## config.mk

```make
export PLATFORM = sky130hd
export DESIGN_NAME = otter_mem_arbiter
export DESIGN_NICKNAME = d
export VERILOG_FILES = /design/src/rtl/otter_mem_arbiter_pkg.sv /design/src/rtl/otter_mem_arbiter_watchdog.sv /design/src/rtl/otter_mem_arbiter.sv
export SDC_FILE = /design/constraint.sdc
export NUM_CORES = 1
export LEC_CHECK = 0
export ABC_CLOCK_PERIOD_IN_PS = 1570
export BUFFER_PORTS_ARGS = -buffer_cell sky130_fd_sc_hd__buf_2
export CAP_MARGIN = 5
export CORE_AREA = 2 2 108 110
export CTS_CLUSTER_SIZE = 28
export DETAILED_ROUTE_END_ITERATION = 12
export DIE_AREA = 0 0 110 112
export PLACE_DENSITY = 0.72
export SLEW_MARGIN = 20
export SYNTH_ARGS = -nofsm -noshare
export SYNTH_HDL_FRONTEND = slang
export SYNTH_SLANG_ARGS = --single-unit
export TNS_END_PERCENT = 5
```

## constraint.sdc

```tcl
create_clock -name i_clk -period 1.57 [get_ports i_clk]
set_input_delay 0.2355 -clock i_clk [delete_from_list [all_inputs] [get_ports i_clk]]
set_output_delay 0.2355 -clock i_clk [all_outputs]
set_load 0.01 [all_outputs]
```

## src/rtl/otter_mem_arbiter_pkg.sv

```systemverilog
// Shared types and constants for the OTTER unified-memory arbiter.
package otter_arb_pkg;

    typedef enum logic [1:0] {
        IDLE  = 2'd0,
        IBUSY = 2'd1,
        DBUSY = 2'd2
    } arb_state_e;

    typedef enum logic {
        REQ_IMEM = 1'b0,
        REQ_DMEM = 1'b1
    } req_id_e;

    localparam logic [3:0] FETCH_SEL = 4'hF;

    // Counter width able to hold 0..timeout; never narrower than one bit.
    function automatic int wd_width(input int timeout);
        if (timeout < 1) begin
            return 1;
        end else begin
            return $clog2(timeout + 1);
        end
    endfunction

endpackage

```

## src/rtl/otter_mem_arbiter_watchdog.sv

```systemverilog
// Access watchdog: counts cycles with the memory request pending and flags
// expiry on the TIMEOUT-th one. TIMEOUT = 0 removes the counter entirely.
module otter_arb_watchdog
    import otter_arb_pkg::*;
#(
    parameter int TIMEOUT = 255
) (
    input  logic clk_i,
    input  logic rst_i,
    input  logic clr_i,
    input  logic en_i,
    output logic expire_o
);

    localparam int CNT_W = wd_width(TIMEOUT);

    generate
        if (TIMEOUT == 0) begin : g_off
            assign expire_o = 1'b0;
        end else begin : g_on
            localparam logic [CNT_W-1:0] LAST_CNT = CNT_W'(TIMEOUT - 1);

            logic [CNT_W-1:0] cnt_q;
            logic [CNT_W-1:0] cnt_d;

            // cnt_q holds completed pending cycles, so the current cycle is cnt_q+1
            assign expire_o = en_i && (cnt_q == LAST_CNT);

            always_comb begin
                cnt_d = cnt_q;
                if (clr_i) begin
                    cnt_d = '0;
                end else if (en_i && !expire_o) begin
                    cnt_d = cnt_q + CNT_W'(1);
                end else begin
                    cnt_d = cnt_q;
                end
            end

            always_ff @(posedge clk_i) begin
                if (rst_i) begin
                    cnt_q <= '0;
                end else begin
                    cnt_q <= cnt_d;
                end
            end
        end
    endgenerate

endmodule

```

## src/rtl/otter_mem_arbiter.sv

```systemverilog
// Arbiter sharing one single-ported memory between OTTER fetch and data ports.
// Define OTTER_ARB_ROUND_ROBIN_EN to alternate grants on simultaneous requests.
module otter_mem_arbiter
    import otter_arb_pkg::*;
#(
    parameter int TIMEOUT = 255,
    parameter int ADDR_W  = 32
) (
    input  logic              i_clk,
    input  logic              i_rst,
    input  logic              i_imem_req,
    input  logic [ADDR_W-1:0] i_imem_addr,
    output logic [31:0]       o_imem_r_data,
    output logic              o_imem_ack,
    output logic              o_imem_err,
    input  logic              i_dmem_re,
    input  logic              i_dmem_we,
    input  logic [3:0]        i_dmem_sel,
    input  logic [ADDR_W-1:0] i_dmem_addr,
    input  logic [31:0]       i_dmem_w_data,
    output logic [31:0]       o_dmem_r_data,
    output logic              o_dmem_ack,
    output logic              o_dmem_err,
    output logic              o_mem_req,
    output logic              o_mem_we,
    output logic [3:0]        o_mem_sel,
    output logic [ADDR_W-1:0] o_mem_addr,
    output logic [31:0]       o_mem_w_data,
    input  logic              i_mem_ack,
    input  logic [31:0]       i_mem_r_data
);

    arb_state_e        state_q, state_d;
    logic              mem_req_q, mem_req_d;
    logic              mem_we_q, mem_we_d;
    logic [3:0]        mem_sel_q, mem_sel_d;
    logic [ADDR_W-1:0] mem_addr_q, mem_addr_d;
    logic [31:0]       mem_w_data_q, mem_w_data_d;

    logic    dreq_s;
    logic    grant_s;
    logic    done_s;
    logic    wd_expire_s;
    req_id_e winner_s;

    assign dreq_s  = i_dmem_re | i_dmem_we;
    assign grant_s = (state_q == IDLE) && (dreq_s || i_imem_req);
    assign done_s  = (state_q != IDLE) && (i_mem_ack || wd_expire_s);

`ifdef OTTER_ARB_ROUND_ROBIN_EN
    req_id_e last_q;

    always_comb begin
        if (dreq_s && i_imem_req) begin
            winner_s = (last_q == REQ_DMEM) ? REQ_IMEM : REQ_DMEM;
        end else if (dreq_s) begin
            winner_s = REQ_DMEM;
        end else begin
            winner_s = REQ_IMEM;
        end
    end

    always_ff @(posedge i_clk) begin
        if (i_rst) begin
            last_q <= REQ_IMEM;
        end else if (grant_s) begin
            last_q <= winner_s;
        end else begin
            last_q <= last_q;
        end
    end
`else
    assign winner_s = dreq_s ? REQ_DMEM : REQ_IMEM;
`endif

    otter_arb_watchdog #(
        .TIMEOUT (TIMEOUT)
    ) u_watchdog (
        .clk_i    (i_clk),
        .rst_i    (i_rst),
        .clr_i    (grant_s),
        .en_i     (mem_req_q),
        .expire_o (wd_expire_s)
    );

    // Memory-side fields are loaded only on a grant and frozen until completion.
    always_comb begin
        state_d      = state_q;
        mem_req_d    = mem_req_q;
        mem_we_d     = mem_we_q;
        mem_sel_d    = mem_sel_q;
        mem_addr_d   = mem_addr_q;
        mem_w_data_d = mem_w_data_q;
        case (state_q)
            IDLE: begin
                if (grant_s && (winner_s == REQ_DMEM)) begin
                    state_d      = DBUSY;
                    mem_req_d    = 1'b1;
                    mem_we_d     = i_dmem_we;
                    mem_sel_d    = i_dmem_sel;
                    mem_addr_d   = i_dmem_addr;
                    mem_w_data_d = i_dmem_w_data;
                end else if (grant_s) begin
                    state_d      = IBUSY;
                    mem_req_d    = 1'b1;
                    mem_we_d     = 1'b0;
                    mem_sel_d    = FETCH_SEL;
                    mem_addr_d   = i_imem_addr;
                    mem_w_data_d = 32'h0000_0000;
                end else begin
                    state_d   = IDLE;
                    mem_req_d = 1'b0;
                end
            end
            IBUSY, DBUSY: begin
                if (done_s) begin
                    state_d   = IDLE;
                    mem_req_d = 1'b0;
                end else begin
                    state_d   = state_q;
                    mem_req_d = mem_req_q;
                end
            end
            default: begin
                state_d   = IDLE;
                mem_req_d = 1'b0;
            end
        endcase
    end

    // Requester responses are combinational so the ack lands in the memory-ack cycle.
    always_comb begin
        o_imem_ack    = 1'b0;
        o_imem_err    = 1'b0;
        o_imem_r_data = 32'h0000_0000;
        o_dmem_ack    = 1'b0;
        o_dmem_err    = 1'b0;
        o_dmem_r_data = 32'h0000_0000;
        if (done_s && !i_rst) begin
            if (state_q == IBUSY) begin
                o_imem_ack    = 1'b1;
                o_imem_err    = !i_mem_ack;
                o_imem_r_data = i_mem_ack ? i_mem_r_data : 32'h0000_0000;
            end else begin
                o_dmem_ack    = 1'b1;
                o_dmem_err    = !i_mem_ack;
                o_dmem_r_data = i_mem_ack ? i_mem_r_data : 32'h0000_0000;
            end
        end else begin
            o_imem_ack = 1'b0;
            o_dmem_ack = 1'b0;
        end
    end

    always_ff @(posedge i_clk) begin
        if (i_rst) begin
            state_q      <= IDLE;
            mem_req_q    <= 1'b0;
            mem_we_q     <= 1'b0;
            mem_sel_q    <= 4'h0;
            mem_addr_q   <= '0;
            mem_w_data_q <= 32'h0000_0000;
        end else begin
            state_q      <= state_d;
            mem_req_q    <= mem_req_d;
            mem_we_q     <= mem_we_d;
            mem_sel_q    <= mem_sel_d;
            mem_addr_q   <= mem_addr_d;
            mem_w_data_q <= mem_w_data_d;
        end
    end

    assign o_mem_req    = mem_req_q;
    assign o_mem_we     = mem_we_q;
    assign o_mem_sel    = mem_sel_q;
    assign o_mem_addr   = mem_addr_q;
    assign o_mem_w_data = mem_w_data_q;

endmodule
```

==> results by group, run 1 <==
Critical path
  • Number of cells on the worst reg-to-reg path: 5
  • Critical path fanouts, max: 12
  • Reg-to-reg startpoint: state_q[0]
  • Required time of the critical path: between 1 and 1.5 ns
  • Endpoint of the lowest-slack register-to-register path: o_mem_w_data[12]
  • Worst Path Arrival: roughly 1.8 ns
  • Start point of the critical path: state_q[0]
  • Sort of element at the start of the critical path: register
  • Critical path type: register to primary output
  • Setup slack of the worst register-to-register path: roughly 0.01 ns
  • Timing endpoint of the critical path: o_imem_r_data[19]
  • Critical path endpoint category: primary output

Timing
  • Fmax: 501 MHz
  • Final Skew: 0.00748 ns
  • Hold Worst Slack: roughly 0.11 ns
  • Final-layout setup total negative slack: -24.64 ns
  • Slew of the pin with the lowest slew margin: around 0.69 ns
  • Relative slew slack: 0.536
  • RSZ-0062 raised after global routing: true
  • Setup-violating endpoint count in the final report: 68
  • Max-slew violations: 0
  • Time the final worst path needs with I/O delays and setup: around 2.0 ns
  • Post-route setup slack: -0.426 ns
  • Final hold viol count: 0
  • Fin crit share: 1.27

Logic synthesis
  • Netlist cell types: 40
  • Compound-cell area share of the yosys netlist: 0.258
  • Synth Area in Simple Gates: 0.244
  • Cell count after synthesis: between 400 and 500
  • Mapped Area: between 3000 and 4000 um2
  • Fraction of the yosys area taken by sequential cells: 0.420
  • Share of synthesized flip-flops with an asynchronous set or reset: 0
  • Total of flip-flops plus latches after synthesis: 80
  • Yosys Warn Count: 0
  • Post-synth top area share: 0.420
  • Proportion of synthesized area in mux cells: 0.00820
  • Leading post-synthesis cells by cell area: dfxtp_1 (42%), and2_1 (10%), o21ai_0 (8.9%)
  • Primary FF master, synth: dfxtp_1
  • Main combinational cell family by area after synthesis: compound AO/OA/AOI/OAI gates
  • Mapped Avg Cell Area: between 8 and 9 um2
  • Number of enable flip-flop cells after synthesis: 0
  • Synthesized Nets: 574
  • Area share of xor/xnor cells in the synthesized design: 0
  • Leading area contributor after synthesis: dfxtp_1
  • Post-Synth Adder-Cell Area: 0.0131

Clock tree
  • Clock Tree Buf Depth: 2
  • Cts bufs inserted: 9
  • Register clock-pin slew on the reported worst setup and hold paths: around 0.07 ns
  • CTS Sinks: 80
  • Clock tree from TritonCTS: yes
  • CTS Hold Bufs: 0
  • CTS H-Tree Depth: 3
  • Clock latency on the worst-skew pair: about 0.34 ns
  • CTS root buf: clkbuf_16

Outcome
  • Status: complete, but fails checks
  • Failing checks: negative setup slack

Place
  • Count of input and output buffers: 275
  • HPWL after detailed placement: between 10000 and 15000 um
  • Gp weighted congestion: 0.881

Global routing
  • Maximum number of pins on one net before global-route repair: 41
  • Most crowded layer after global routing: met2
  • Global-route wire length before repair: between 20000 and 25000 um
  • Global-route usage over all layers: 0.226
  • Met1 track demand over resource: 0.263
  • Global-route track usage on met2: 0.404
  • Number of global-route vias before repair: about 4400
  • Initial antenna violation count: 0
  • Routing usage on met3: 0.0515
  • Overflow left after global routing: 0

Detailed routing
  • Number of nets still failing antenna checks after routing: 0
  • Remaining DRCs: 0
  • Drt total wl: about 14000 um
  • Detailed-route wire length per cell: 16.7 um
  • Via density per instance: around 5.2
  • Starting DRC count in detailed routing: about 350
  • Total number of vias: around 4400
  • 1st-pass router iterations: 4

Final layout
  • Fraction of final layout cells sized beyond drive strength 1: 0.519
  • Number of nets in the final layout: ~850
  • Number of inserted diodes: 0
  • Fill cell total of the finished layout: between 1000 and 1500
  • Area delta synth->final: 60.2%

Die
  • Die outline width: ~110 um
  • Core Footprint: between 10000 and 15000 um2
  • Initial core utilization: 0.342
  • Overall die height: between 100 and 150 um
  • # rows: 39
  • Boundary Pins: 276
  • Die Footprint: roughly 12000 um2

Hold path
  • Hold Path Origin: i_dmem_w_data[28]
  • Hold Crit Class: input pin to register

Power and ir drop
  • Power per unit of standard cell area: about 1100 nW/um2
  • Static leakage power: between 3 and 4 nW
  • IR Drop Worst-Case VDD: between 0.6 and 0.7 mV

Run
  • MaxCap Viol Count: 0
## cell families after synthesis
group / Yosys count
buffers and inverters: 51
DFF: 80
muxes: 3
adders and majority gates: 4
and+or+nand+nor: 136
AOI/OAI and AO/OA: 158
## area by class of cell
class	count	area (um2)	area share
Clock inverter	7	110	0.0180
Sequential cell	80	1600	0.262
Timing Repair Buffer	312	1860	0.305
Tap cell	143	179	0.0293
Multi-Input combinational cell	301	2100	0.344
Inverter	8	30.0	0.00491
Clock buffer	9	225	0.0368
## registers in the layout, summed over array words and instances (netlist names)
name,flops
o_mem_we,1
state_q,2
o_mem_w_data,32
o_mem_req,1
o_mem_addr,32
o_mem_sel,4
u_watchdog.g_on.cnt_q,8
## where the power goes
group	switching, W	total, W	internal (W)
clock network	0.000924	0.00235	0.00142
logic	0.000917	0.00167	0.000754
registers	0.000136	0.00245	0.00231
## layer usage
layer	share of wire	up-vias
met5	0	-
met4	0.017	0
met3	0.073	19
met2	0.51	193
met1	0.40	2091
li1	-	2145
## worst min-delay path by stage
stage / to / cells past startpoint
after floorplan: o_mem_w_data[0] / 1
after global placement: o_mem_w_data[16] / 2
after detailed placement: o_mem_w_data[3] / 1
after CTS: o_mem_w_data[7] / 2
after global routing: o_mem_w_data[28] / 2
final: o_mem_w_data[28] / 2
## what timing repair did
action,4_1_cts,5_1_grt
setup endpoints to repair,108,147
gates resized for setup,45,13
cloned,1,0
pin swaps,9,22
buffers inserted,3,0
## Yosys cell counts, types with 5 or more instances
cell type,instances
a21oi_1,36
a22o_1,32
and2_1,62
and3_1,5
buf_2,8
clkbuf_1,33
dfxtp_1,80
inv_1,8
nand2_1,6
nand3_1,6
nor2_1,8
o21ai_0,68
or4b_1,27
or4b_2,5
## metrics by stage
stage,setup WS [ns],cells,cell area (um2),power [W],utilization
2_1_floorplan,-0.0523,432,3830,0.00331,-
3_3_place_gp,-0.331,841,5520,0.00405,0.494
3_5_place_dp,-0.425,841,5520,0.00409,0.494
4_1_cts,-0.424,861,6090,0.00647,0.545
5_1_grt,-0.513,860,6110,0.00678,0.547
6_report,-0.426,860,6110,0.00647,0.547
## cell usage in the layout, fill, tap and decap left out, drive strengths merged, types with 3 or more instances in the layout
| master | netlist | layout |
|---|---|---|
| a21oi | 36 | 36 |
| a31oi | 4 | 4 |
| ha | 4 | 4 |
| or4b | 32 | 32 |
| inv | 8 | 11 |
| or3 | 3 | 3 |
| o21ai | 68 | 68 |
| nand3 | 6 | 6 |
| a211oi | 3 | 3 |
| buf | 10 | 312 |
| nor2 | 9 | 9 |
| a22o | 32 | 32 |
| clkbuf | 33 | 9 |
| and2 | 62 | 62 |
| dfxtp | 80 | 80 |
| and3 | 5 | 5 |
| o221a | 4 | 4 |
| nand2 | 6 | 6 |
| nor3 | 4 | 4 |
## critical path, stage by stage, from the launching register on
cell     delay (ns)
dfxtp_2        0.34
inv_2          0.04
ha_4           0.16
buf_6          0.12
nor2_4         0.08
and3_4         0.21
buf_12         0.11
buf_12         0.11
and2_4         0.16
buf_6          0.10
No activity file was read; power rests on OpenSTA's default activity.
==> run 2: changes to the inputs <==
--- a/config.mk
+++ b/config.mk
@@ -13,6 +13,7 @@
 export DETAILED_ROUTE_END_ITERATION = 12
 export DIE_AREA = 0 0 110 112
 export PLACE_DENSITY = 0.72
+export SKIP_CTS_REPAIR_TIMING = 1
 export SLEW_MARGIN = 20
 export SYNTH_ARGS = -nofsm -noshare
 export SYNTH_HDL_FRONTEND = slang
==> run 2 against run 1 <==
Compared with the run above:
- the flow still finishes with violations (negative setup slack)
- first-iteration DRC count fell by 5.5%
- wire length rose by 2.8%
- maximum frequency fell by 2.0%
- non-clock buffer count grew 4
==> results by group, run 2 (synthesized netlist as in run 1, its figures left out) <==
Clock tree
  • CTS H-Tree Depth: 3
  • CTS root buf: clkbuf_16
  • CTS Sinks: 80
  • Register clock-pin slew on the reported worst setup and hold paths: approximately 0.070 ns
  • Clock latency on the worst-skew pair: 0.34 ns
  • Cts bufs inserted: 9
  • Clock tree from TritonCTS: yes
  • Clock Tree Buf Depth: 2

Final layout
  • Commonest cells after routing, fill and taps aside: buf_2 (253), dfxtp_1 (78), o21ai_0 (67)
  • Most common cell after layout, fill and taps aside: buf_2
  • Fill cell total of the finished layout: 1018
  • Number of nets in the final layout: ~860
  • Fraction of final layout cells sized beyond drive strength 1: 0.531
  • Area delta synth->final: 63.1%
  • Number of inserted diodes: 0

Critical path
  • Most frequent CP cell: buf_6
  • Sort of element at the start of the critical path: register
  • CP delay by family, top: simple AND/OR/NAND/NOR gates
  • Critical path type: register to primary output
  • Worst path buffer plus inverter count: 4
  • CP peak stage delay: approximately 0.33 ns
  • Slowest stage cell, crit path: dfxtp_2
  • Required time of the critical path: between 1 and 1.5 ns
  • Critical path endpoint category: primary output
  • Worst Path Arrival: 1.80 ns
  • Critical path fanouts, max: 6
  • Critical path, cell by cell: inv_2 -> ha_4 -> buf_6 -> nor2_4 -> and3_4 -> clkbuf_16 -> and2_4 -> buf_6

Outcome
  • Status: complete, but fails checks
  • Failing checks: negative setup slack

Power and ir drop
  • Pwr Total: between 0.006 and 0.007 W
  • IR Drop Worst-Case VDD: roughly 0.63 mV
  • Static leakage power: between 3 and 4 nW
  • Power per unit of standard cell area: about 1000 nW/um2

Place
  • Count of input and output buffers: approximately 280
  • Worst slack at placement: -0.425 ns
  • HPWL after detailed placement: between 10000 and 15000 um
  • Gp weighted congestion: ~0.88

Detailed routing
  • 1st-pass router iterations: 5
  • Remaining DRCs: 0
  • Drt total wl: 14800 um
  • Total number of vias: 4498
  • Starting DRC count in detailed routing: between 300 and 400
  • Detailed-route wire length per cell: around 17 um
  • Number of nets still failing antenna checks after routing: 0
  • Via density per instance: about 5.2

Global routing
  • Global-route wire length before repair: 21500 um
  • Overflow left after global routing: 0
  • Initial antenna violation count: 0
  • Number of global-route vias before repair: between 4000 and 5000
  • Global-route usage over all layers: 0.221
  • Maximum number of pins on one net before global-route repair: 41

Die
  • Overall die height: roughly 110 um
  • # rows: 39
  • Die outline width: between 100 and 150 um
  • Boundary Pins: 276
  • Initial core utilization: 0.342
  • Die Footprint: 12300 um2
  • Core Footprint: approximately 11000 um2

Timing
  • Relative slew slack: 0.523
  • RSZ-0062 raised after global routing: true
  • Setup-violating endpoint count in the final report: 103
  • Fmax: 491 MHz
  • Final hold viol count: 0
  • Max-slew violations: 0
  • Post-route setup slack: -0.466 ns
  • Slew of the pin with the lowest slew margin: 0.713 ns
  • Final Skew: 0.00710 ns
  • Fin crit share: 1.30
  • Time the final worst path needs with I/O delays and setup: around 2 ns

Hold path
  • Hold Crit Class: input pin to register

Run
  • MaxCap Viol Count: 0
## run 2: changes by cell type in the layout (fill, tap and decap cells not counted), moves of 2 or more
cell       previous run  this run
and2_4               18        22
buf_2               258       253
and2_1               44        40
inv_1                 6         4
buf_12                7         5
buf_6                21        26
clkbuf_16             9        12
buf_4                26        28
inv_2                 2         4
## run 2: path summary, 6_finish.rpt
kind | slack, ns | from | end | depth (start not counted)
max reg2reg | -0.14 | state_q[1] | o_mem_w_data[1] | 6
min | 0.11 | i_dmem_w_data[7] | o_mem_w_data[7] | 2
min reg2reg | 0.47 | o_mem_w_data[26] | o_mem_w_data[26] | 1
max | -0.47 | state_q[1] | o_imem_r_data[22] | 8
## run 2: where the power goes
part | switching (W) | total [W] | internal [W]
logic | 0.000928 | 0.00170 | 0.000775
registers | 0.000136 | 0.00245 | 0.00231
clock network | 0.000926 | 0.00235 | 0.00142
## run 2: layout make-up
| cell class | instances | area, um2 | share of cell area |
|---|---|---|---|
| inverters | 8 | 30.0 | 0.00482 |
| well taps | 143 | 179 | 0.0287 |
| multi-input cells | 301 | 2120 | 0.340 |
| clock buffers | 9 | 225 | 0.0362 |
| clock inverters | 7 | 110 | 0.0177 |
| flip-flops and latches | 80 | 1600 | 0.258 |
| repair buffers | 316 | 1960 | 0.315 |
## run 2: stage by stage
stage	utilization	area, um2	instances	setup TNS (ns)	hold WS, ns
CTS	0.524	5850	857	-49.96	0.105
global route	0.557	6220	864	-40.63	0.105
detailed placement	0.494	5520	841	-24.99	0.453
floorplan	-	3830	432	-3.18	0.368
finish	0.557	6220	864	-30.58	0.111
global placement	0.494	5520	841	-21.04	0.452
## run 2: routing by layer
metal	track usage	up-vias	wire length, um
li1	-	2151	-
met1	0.259	2112	5860
met2	0.394	212	7610
met3	0.0504	23	1040
met4	0.0650	0	255
met5	0	-	0
==> run 3: changes to the inputs <==
--- a/config.mk
+++ b/config.mk
@@ -9,10 +9,10 @@
 export BUFFER_PORTS_ARGS = -buffer_cell sky130_fd_sc_hd__buf_2
 export CAP_MARGIN = 5
 export CORE_AREA = 2 2 108 110
-export CTS_CLUSTER_SIZE = 28
 export DETAILED_ROUTE_END_ITERATION = 12
 export DIE_AREA = 0 0 110 112
 export PLACE_DENSITY = 0.72
+export REMOVE_ABC_BUFFERS = 1
 export SKIP_CTS_REPAIR_TIMING = 1
 export SLEW_MARGIN = 20
 export SYNTH_ARGS = -nofsm -noshare
==> run 3 against run 2 <==
Compared with the run above:
- the run still ends with negative setup slack left
- final cell count increased by 0.81%
- maximum frequency is 3.4% higher
- largest cell class unchanged
- sequential share of layout area down 1.0 points
- flip-flop and latch count did not move
==> results by group, run 3 (synthesized netlist as in run 1, its figures left out) <==
Final layout
  • Number of nets in the final layout: 866
  • Area delta synth->final: 69.9%
  • Fraction of final layout cells sized beyond drive strength 1: 0.565
  • Commonest cells after routing, fill and taps aside: buf_2 (242), dfxtp_1 (76), o21ai_0 (54)
  • Most common cell after layout, fill and taps aside: buf_2
  • Post-layout utilization of the core: 0.580
  • Fill cell total of the finished layout: roughly 970
  • Number of inserted diodes: 0

Detailed routing
  • Total number of vias: 4639
  • Drt total wl: between 15000 and 20000 um
  • Number of nets still failing antenna checks after routing: 0
  • Starting DRC count in detailed routing: approximately 150
  • Via density per instance: between 5 and 6
  • 1st-pass router iterations: 4
  • Detailed-route wire length per cell: around 18 um
  • Remaining DRCs: 0

Global routing
  • Number of global-route vias before repair: roughly 4200
  • Met1 track demand over resource: 0.256
  • Overflow left after global routing: 0
  • Routing usage on met3: 0.0498
  • Global-route track usage on met2: 0.393
  • Initial antenna violation count: 0
  • Most crowded layer after global routing: met2
  • Maximum number of pins on one net before global-route repair: 40
  • Global-route wire length before repair: ~21000 um
  • Global-route usage over all layers: 0.223

Timing
  • Max-slew violations: 0
  • Relative slew slack: 0.527
  • Time the final worst path needs with I/O delays and setup: a little under 2 ns
  • RSZ-0062 raised after global routing: true
  • Fin crit share: 1.26
  • Final Skew: 0.0112 ns
  • Fmax: about 510 MHz
  • Final hold viol count: 0
  • Hold Worst Slack: around 0.12 ns
  • Slew of the pin with the lowest slew margin: around 0.71 ns
  • Post-route setup slack: -0.400 ns
  • Setup-violating endpoint count in the final report: around 100

Clock tree
  • Cts bufs inserted: 9
  • Clock tree from TritonCTS: yes
  • CTS H-Tree Depth: 3
  • Register clock-pin slew on the reported worst setup and hold paths: 0.06 ns
  • CTS root buf: clkbuf_16
  • Clock latency on the worst-skew pair: 0.33 ns
  • CTS Sinks: 80
  • Clock Tree Buf Depth: 2

Place
  • HPWL after detailed placement: 10600 um
  • Gp weighted congestion: 0.899
  • Count of input and output buffers: around 280

Critical path
  • Setup slack of the worst register-to-register path: -0.06 ns
  • CP peak stage delay: 0.33 ns
  • Number of cells on the worst reg-to-reg path: 6
  • Required time of the critical path: 1.33 ns
  • Critical path, cell by cell: inv_2 -> buf_6 -> ha_4 -> inv_2 -> and3_4 -> clkbuf_16 -> and2_1 -> buf_2
  • Most frequent CP cell: inv_2
  • Reg-to-reg startpoint: state_q[1]
  • Worst Path Arrival: roughly 1.7 ns
  • Endpoint of the lowest-slack register-to-register path: o_mem_w_data[3]
  • Critical path type: register to primary output
  • Slowest stage cell, crit path: dfxtp_2
  • Sort of element at the start of the critical path: register
  • Critical path endpoint category: primary output
  • Critical path fanouts, max: 8

Die
  • # rows: 39
  • Initial core utilization: 0.342
  • Die Footprint: ~12000 um2
  • Die outline width: between 100 and 150 um
  • Overall die height: 112 um
  • Boundary Pins: approximately 280
  • Core Footprint: 11200 um2

Hold path
  • Hold Crit Class: input pin to register
  • Hold Path Origin: i_dmem_w_data[29]
  • Hold worst-path end: o_mem_w_data[29]
  • Worst Hold Depth: 2

Power and ir drop
  • Power per unit of standard cell area: 1000 nW/um2
  • IR Drop Worst-Case VDD: a little under 0.7 mV
  • Pwr Total: about 0.0065 W
  • Static leakage power: 3.12 nW

Outcome
  • Status: complete, but fails checks
  • Failing checks: negative setup slack

Run
  • MaxCap Viol Count: 0
run 3: cell types whose count changed in the layout (fill, tap and decap cells not counted), moves of 3 or more:
cell	change
buf_6	+14
buf_4	+3
buf_2	-11
and2_4	+11
o21ai_0	-13
and2_1	-12
o21ai_1	+12
run 3: critical path: cells and delay by family, from the launching register on:
kind          cells  cell delay (ns)
buf+inv           5             0.52
simple gates      2             0.39
flops             1             0.33
fa+ha+maj         1             0.16
run 3: layout make-up:
cell class,instances,area (um2),share of cell area
Multi-Input combinational cell,301,2220,0.342
Inverter,8,30.0,0.00463
Timing Repair Buffer,324,2130,0.329
Sequential cell,80,1610,0.248
Clock buffer,9,225,0.0347
Clock inverter,6,92.6,0.0143
Tap cell,143,179,0.0276
run 3: metrics by stage:
| stage | cell area [um2] | TNS, ns | worst slack (ns) | std cells |
|---|---|---|---|---|
| after detailed placement | 5580 | -24.82 | -0.520 | 847 |
| after CTS | 5900 | -50.15 | -0.605 | 862 |
| after global routing | 6480 | -35.08 | -0.460 | 871 |
| after global placement | 5580 | -20.18 | -0.407 | 847 |
| final | 6480 | -23.04 | -0.400 | 871 |
| after floorplan | 3630 | -122.84 | -1.50 | 389 |
run 3: worst max-delay path by stage:
| stage | startpoint | endpoint | slack, ns | cells after the start |
|---|---|---|---|---|
| 6_report | state_q[1] | o_dmem_r_data[29] | -0.40 | 8 |
| 5_1_grt | state_q[1] | o_dmem_r_data[29] | -0.46 | 8 |
| 4_1_cts | state_q[1] | o_imem_r_data[29] | -0.60 | 7 |
| 3_5_place_dp | state_q[1] | o_mem_w_data[9] | -0.52 | 5 |
| 3_3_place_gp | state_q[1] | o_mem_w_data[27] | -0.41 | 5 |
| 2_1_floorplan | state_q[1] | o_mem_w_data[0] | -1.50 | 5 |
run 3: power by group:
group	leakage, nW	total, W	internal (W)	switching, W
clock	0.148	0.00224	0.00139	0.000848
sequential	0.664	0.00246	0.00232	0.000144
combinational	2.31	0.00181	0.000849	0.000965
run 3: metal layers:
metal	vias up	wire length [um]
met2	227	8000
met1	2194	5760
li1	2181	-
met5	-	0
met4	0	546
met3	37	1110
